**src/rtl/user_dr_bank.sv**
```systemverilog
// Multi-channel JTAG user data register: captures a channel's status into a shared shift chain
// and commits the shifted-in word to that channel's shadow output on a full-length UPDATE.
module user_dr_bank #(
  parameter int WIDTH = 16,
  parameter int NCH = 4,
  parameter int CHW = (NCH > 1) ? $clog2(NCH) : 1,
  parameter logic [WIDTH-1:0] RST_VAL = '0
) (
  input  logic                 TCK,
  input  logic                 RST,
  input  logic                 DRCK_EN,
  input  logic                 SEL,
  input  logic [CHW-1:0]       CH,
  input  logic                 TDI,
  input  logic                 CAPTURE,
  input  logic                 SHIFT,
  input  logic                 UPDATE,
  input  logic                 CLR_ERR,
  input  logic [NCH*WIDTH-1:0] PI,
  output logic                 TDO,
  output logic [NCH*WIDTH-1:0] PO,
  output logic [NCH-1:0]       UPD_STB,
  output logic                 LEN_ERR,
  output logic                 BUSY
);

  localparam int CNT_W = $clog2(WIDTH + 2);
  localparam logic [CNT_W-1:0] CNT_FULL = CNT_W'(WIDTH);
  localparam logic [CNT_W-1:0] CNT_MAX = CNT_W'(WIDTH + 1);
  localparam logic [CHW:0] NCH_LIM = (CHW + 1)'(NCH);

  typedef enum logic [1:0] {IDLE, ARMED, SHIFTING} state_t;

  state_t           state_reg, state_next;
  logic [WIDTH-1:0] q_reg, q_next;
  logic [CNT_W-1:0] cnt_reg, cnt_next;
  logic [CHW-1:0]   ch_reg, ch_next;
  logic [NCH-1:0]   stb_reg, stb_next;
  logic             err_reg, err_next;
  logic             err_set;
  logic             po_we;
  logic             ce;
  logic             ch_ok;
  logic [WIDTH-1:0] pi_ch  [NCH];
  logic [WIDTH-1:0] po_reg [NCH];

  assign ce = SEL & DRCK_EN;
  assign ch_ok = ({1'b0, CH} < NCH_LIM);

  generate
    for (genvar gi = 0; gi < NCH; gi++) begin : g_ch
      assign pi_ch[gi] = PI[gi*WIDTH +: WIDTH];
      assign PO[gi*WIDTH +: WIDTH] = po_reg[gi];

      always_ff @(posedge TCK) begin
        if (RST) begin
          po_reg[gi] <= RST_VAL;
        end else if (po_we && (ch_reg == CHW'(gi))) begin
          po_reg[gi] <= q_reg;
        end
      end
    end
  endgenerate

  always_ff @(posedge TCK) begin
    if (RST) begin
      state_reg <= IDLE;
      q_reg     <= '0;
      cnt_reg   <= '0;
      ch_reg    <= '0;
      stb_reg   <= '0;
      err_reg   <= 1'b0;
    end else begin
      state_reg <= state_next;
      q_reg     <= q_next;
      cnt_reg   <= cnt_next;
      ch_reg    <= ch_next;
      stb_reg   <= stb_next;
      err_reg   <= err_next;
    end
  end

  // CAPTURE outranks UPDATE, which outranks SHIFT; nothing moves without ce.
  always_comb begin
    state_next = state_reg;
    q_next     = q_reg;
    cnt_next   = cnt_reg;
    ch_next    = ch_reg;
    stb_next   = '0;
    err_set    = 1'b0;
    po_we      = 1'b0;
    if (ce) begin
      if (CAPTURE) begin
        cnt_next = '0;
        if (ch_ok) begin
          q_next     = pi_ch[CH];
          ch_next    = CH;
          state_next = ARMED;
        end else begin
          q_next     = '0;
          ch_next    = '0;
          err_set    = 1'b1;
          state_next = IDLE;
        end
      end else if (UPDATE) begin
        state_next = IDLE;
        if ((state_reg != IDLE) && (cnt_reg == CNT_FULL)) begin
          po_we            = 1'b1;
          stb_next[ch_reg] = 1'b1;
        end else begin
          err_set = 1'b1;
        end
      end else if (SHIFT) begin
        q_next = {TDI, q_reg[WIDTH-1:1]};
        if (state_reg != IDLE) begin
          cnt_next   = (cnt_reg == CNT_MAX) ? cnt_reg : cnt_reg + 1'b1;
          state_next = SHIFTING;
        end
      end
    end
    // A new error on the same edge beats a clear request.
    if (err_set) begin
      err_next = 1'b1;
    end else if (ce && CLR_ERR) begin
      err_next = 1'b0;
    end else begin
      err_next = err_reg;
    end
  end

  assign TDO = (ce && SHIFT) ? q_reg[0] : 1'b0;
  assign UPD_STB = stb_reg;
  assign LEN_ERR = err_reg;
  assign BUSY = (state_reg != IDLE);

endmodule

```
**config.mk**
```make
export PLATFORM = sky130hd
export DESIGN_NAME = user_dr_bank
export DESIGN_NICKNAME = d
export VERILOG_FILES = /design/src/rtl/user_dr_bank.sv
export SDC_FILE = /design/constraint.sdc
export NUM_CORES = 1
export LEC_CHECK = 0
export CAP_MARGIN = 30
export CORE_MARGIN = 2
export CORE_UTILIZATION = 45
export CTS_CLUSTER_DIAMETER = 50
export CTS_CLUSTER_SIZE = 8
export DETAILED_ROUTE_END_ITERATION = 7
export GPL_TIMING_DRIVEN = 0
export PLACE_DENSITY = 0.8
export SLEW_MARGIN = 20
export SYNTH_ARGS = -nofsm -noshare
export SYNTH_HDL_FRONTEND = slang
export SYNTH_SLANG_ARGS = --single-unit
```
**constraint.sdc**
```tcl
create_clock -name TCK -period 2.7 [get_ports TCK]
set_input_delay 0.27 -clock TCK [delete_from_list [all_inputs] [get_ports TCK]]
set_output_delay 0.27 -clock TCK [all_outputs]
set_load 0.01 [all_outputs]
```
### After elaboration in Yosys (flattened, before gate mapping)

Memory sizes are Yosys's and may differ from the RTL's.
Cells that the tools add are included.

| storage, ports and cells | value |
|---|---|
| flip-flop bits (word level) | 30 |
| memory bits (writable) | 64 |
| bits of input ports | 75 |
| output and inout bits | 71 |
| memories | 1 |

| cells by class | value |
|---|---|
| add/subtract/negate cells | 1 |
| $lt $le $gt $ge | 3 |
| equal/unequal tests | 7 |
| multiplexer cells | 46 |
| bitwise gates (word level) | 9 |
| reduce and logical (&&, ||, !) cells | 20 |

Memories:

| name | words | width | read ports | clocked after Yosys merged registers in | write ports | line | text |
|---|---|---|---|---|---|---|---|
| po_reg | 4 | 16 | 4 | 0 | 4 | 45 | `logic [WIDTH-1:0] po_reg [NCH];` |

Operators with widths:

| operator | count |
|---|---|
| $mux W16 | 9 |
| $bmux W16 S2 | 1 |
| $mux W1 | 26 |
| $mux W5 | 5 |
| $eq A5 B5 Y1 const B | 2 |
| $logic_and A1 B1 Y1 | 8 |
| $mux W2 | 4 |
| $reduce_bool A2 Y1 | 4 |
| $reduce_and A3 Y1 | 2 |
| $reduce_bool A3 Y1 | 2 |
| $add A5 B1 Y5 const B | 1 |
| $reduce_and A5 Y1 | 1 |
| $reduce_or A5 Y1 | 1 |
| $eq A2 B2 Y1 const B | 2 |
| $ne A2 B2 Y1 const B | 2 |
| $or A1 B1 Y1 | 4 |
| $ge A3 B3 Y1 const B | 1 |
| $lt A2 B3 Y1 const B | 1 |
| $not A1 Y1 | 3 |
| $not A2 Y3 | 1 |
| $demux W1 S2 | 1 |
| $eq A2 B1 Y1 const B | 1 |
| $ge A2 B1 Y1 const B | 1 |
| $logic_not A2 Y1 | 1 |
| other kinds (2) | 2 |

### Depth between registers and ports, before layout

| logic depth | value |
|---|---|
| word-level depth | 11 |
| gate-level depth with buffers | 8 |

### Worst setup path after synthesis

Ideal clock, no wire load.

| path | value |
|---|---|
| path type | flip-flop to flip-flop |
| from | reg state_reg[0] |
| to | mem po_reg[1][0], enable pin |
| data arrival time | 1552 ps |
| required time | 2325 ps |
| path slack | 773 ps |
| cell stages (with the launch flop) | 7 |
| path buffers | 2 |
| clock period less this slack | 1927 ps |
| cell sequence | dfxtp_1 > or2_1 > clkbuf_1 > and4b_1 > buf_4 > nand3b_1 > nand2b_1 |

RTL lines:

| element | line | text |
|---|---|---|
| start, declared | 34 | `state_t state_reg, state_next;` |
| start signal, assigned | 74 | `state_reg <= state_next;` |
| end, declared | 45 |  |

==> flow_metrics.py <==
metrics = {
    "run_status": {
        "run_status": "complete, no violations",
    },
    "power": {
        "power_density_nw_per_um2": 499.2,
        "internal_power_mw": 2.287,
        "p_switching_uw": 693.9,
        "max-vdd-ir-drop_mv": 0.2327,
        "p_clk_share_pct": 31.0,
        "pwr-share-seq_pct": 55.0,
        "switching_share_pct": 23.28,
        "p_leak_nw": 2.138,
        "comb_power_share_pct": 14.0,
    },
    "synth": {
        "yosysMostFrequentCell": "edfxtp_1",
        "synthArstFlopShare_pct": 0,
        "synthCells": 324,
        "ys_top_cells_by_area": "edfxtp_1 46%, dfxtp_1 14%, mux4_2 8.6%",
        "synth_fp_nets": 402,
        "synth_top_cell_by_area": "edfxtp_1",
        "yosys_most_used_dff": "edfxtp_1",
        "synth_commonest_cells": "64 x edfxtp_1, 50 x and2_1, 45 x nor2_1, 30 x dfxtp_1, 18 x mux2i_1",
        "yosys_warnings": 0,
        "ys_seq_elements": 94,
        "syn-cell-area_um2": 4212,
        "synth_edf_count": 64,
        "syn_area_per_cell_um2": 13.00,
        "synth.top_cell.area_share_pct": 45.63,
        "ys_types": 38,
        "ys_seq_area_share_pct": 59.89,
    },
    "cts": {
        "ctsResizeCount": 0,
        "clkLatencyLatePin_ps": 360,
        "cts-hold-fix-buffers": 0,
        "cts_tree": "yes",
        "clkSinkCount": 94,
        "htree_levels": 3,
        "cts_buffer_depth": 2,
        "cts-root-buf": "clkbuf_8",
        "cts_setup_buffers": 0,
        "cts_buffers": 9,
        "clk_pin_slew_ps": 90,
    },
    "sta": {
        "fin_skew_ps": 11.28,
        "finalHoldWorstSlack_ps": 288.7,
        "fmax_mhz": 428.6,
        "finalHoldViolations": 0,
        "layout_worst_path_cycle_share_pct": 86.41,
        "period_needed_ps": 2333,
        "setup_violations": 0,
        "max_slew.worst_pin.slew_ps": 866.1,
        "rsz0062_at_grt": "no",
        "fin_ws_ps": 366.9,
        "relSlewSlack_pct": 42.26,
        "slew_violations": 0,
        "finalSetupTns_ps": 0,
    },
    "worst_setup_path": {
        "path_max_fanout": 16,
        "endpoint": "po_reg[2][12]",
        "cp-end-kind": "register",
        "timing_worst_setup_path_type": "register to register",
        "required_ps": 2690,
        "r2r-start": "cnt_reg[0]",
        "cp.arrival_ps": 2320,
        "r2r_slack_ps": 370,
        "critical_path.startpoint": "cnt_reg[0]",
        "startpoint_type": "register",
        "reg2reg_depth": 7,
        "r2r_end": "po_reg[2][12]",
    },
    "worst_hold_path": {
        "hold_path_class": "input port to register",
    },
    "cells_and_area": {
        "syn2layout_area_growth_pct": 41.77,
        "insertedDiodeCount": 0,
        "fill_cells": 678,
        "fin_nets": 555,
        "largest_register_ffs": 64,
        "layout-drive-gt1-share_pct": 9.751,
    },
    "global_routing": {
        "grt_pass1_wl_um": 15650,
        "grt-ovfl-total": 0,
        "track_usage_pct": 20.31,
        "grt_antenna_before_repair": 0,
        "grt_pass1_vias": 3238,
        "grt_max_degree": 17,
    },
    "detailed_routing": {
        "drc": 0,
        "wl_um": 10010,
        "wl_per_cell_um": 16.87,
        "ant_nets": 0,
        "vias": 3165,
        "drt-pass1-iter-count": 5,
        "drt-initial-drc-count": 132,
        "vias_per_cell": 5.337,
    },
    "floorplanning": {
        "io_pins": 146,
        "start_util_pct": 46.02,
        "dieArea_um2": 10150,
        "coreArea_um2": 9153,
        "rows": 35,
        "die_h_um": 100.7,
        "die_w_um": 100.7,
    },
    "run": {
        "maxCapViolations": 0,
    },
    "placement": {
        "hpwlAfterDp_um": 7804,
        "pre_cts_slack_ps": 43.29,
        "routabilityCongestion": 0.8574,
        "port_buffers": 142,
    },
}
cells by family (layout without fill, tap and decap cells):
family / count (synthesis) / count (layout) / share of synthesized area, %
AO/OA/AOI/OAI: 35 / 35 / 5.615
adder cells (fa/ha/maj): 3 / 3 / 0.8914
buffers and inverters: 25 / 183 / 3.238
flip-flops: 94 / 94 / 59.89
multiplexers: 34 / 34 / 12.83
AND/OR/NAND/NOR: 133 / 133 / 17.53
power by group through the flow:
stage                     logic (mW)  clock network, mW  registers, mW
after floorplan                0.149                  0           1.69
after global placement         0.408                  0           1.67
after detailed placement       0.420                  0           1.67
after CTS                      0.420              0.934           1.64
after global routing           0.444              0.984           1.65
final                          0.416              0.924           1.64
worst max-delay path, stage by stage, from the launching register on:
cell	delay [ps]
dfxtp_1	370
inv_1	70
ha_1	200
nand2_1	70
and4b_1	240
buf_4	140
nand3b_1	210
nand2b_1	670
cells in the final DEF, fill, tap and decap left out, types with 3 or more instances in the layout:
master,Yosys,layout
a21oi_1,5,5
clkdlybuf4s50_1,0,142
a211oi_1,16,16
buf_6,3,3
mux4_2,16,16
o21ai_0,5,5
nand2_1,8,8
and3_1,4,4
ha_1,3,3
dfxtp_1,30,30
nand2b_1,8,8
clkbuf_8,0,9
inv_1,3,3
and2_1,50,50
clkbuf_1,9,10
buf_4,3,3
buf_2,7,7
edfxtp_1,64,64
nor2_1,45,45
mux2i_1,18,18
worst min path at each step:
stage                      start            to  slack, ps  depth (start not counted)
finish                   CAPTURE  state_reg[0]        290                          3
global route             CAPTURE  state_reg[0]        290                          3
CTS                      CAPTURE  state_reg[0]        270                          3
detailed placement  state_reg[0]  state_reg[0]        470                          2
global placement    state_reg[0]  state_reg[0]        460                          2
floorplan                 UPDATE  state_reg[1]        440                          2
through the flow:
stage	utilization, %	power (mW)	std cells	instance area, um2
floorplan	-	1.834	324	4212
global placement	63.06	2.079	577	5772
detailed placement	63.06	2.093	577	5772
CTS	65.24	2.995	593	5971
global route	65.24	3.075	593	5971
finish	65.24	2.980	593	5971
final cells by class:
| class | instances | area, um2 | share of cell area (%) |
|---|---|---|---|
| buffer | 22 | 125.1 | 2.096 |
| clock buffer | 10 | 127.6 | 2.137 |
| clock inverter | 6 | 71.32 | 1.194 |
| inverter | 3 | 11.26 | 0.1886 |
| multi-input combinational | 205 | 1553 | 26.01 |
| sequential | 94 | 2522 | 42.25 |
| tap | 111 | 138.9 | 2.326 |
| timing repair buffer | 142 | 1421 | 23.81 |
metal layers:
layer	wire length, um	GRT usage, %	vias up
li1	-	-	1481
met5	0	0	-
met1	4031	24.62	1519
met3	703	3.675	14
met4	190	7.587	0
met2	5080	36.00	151
Note: power is estimated with default switching activity, not from simulation.
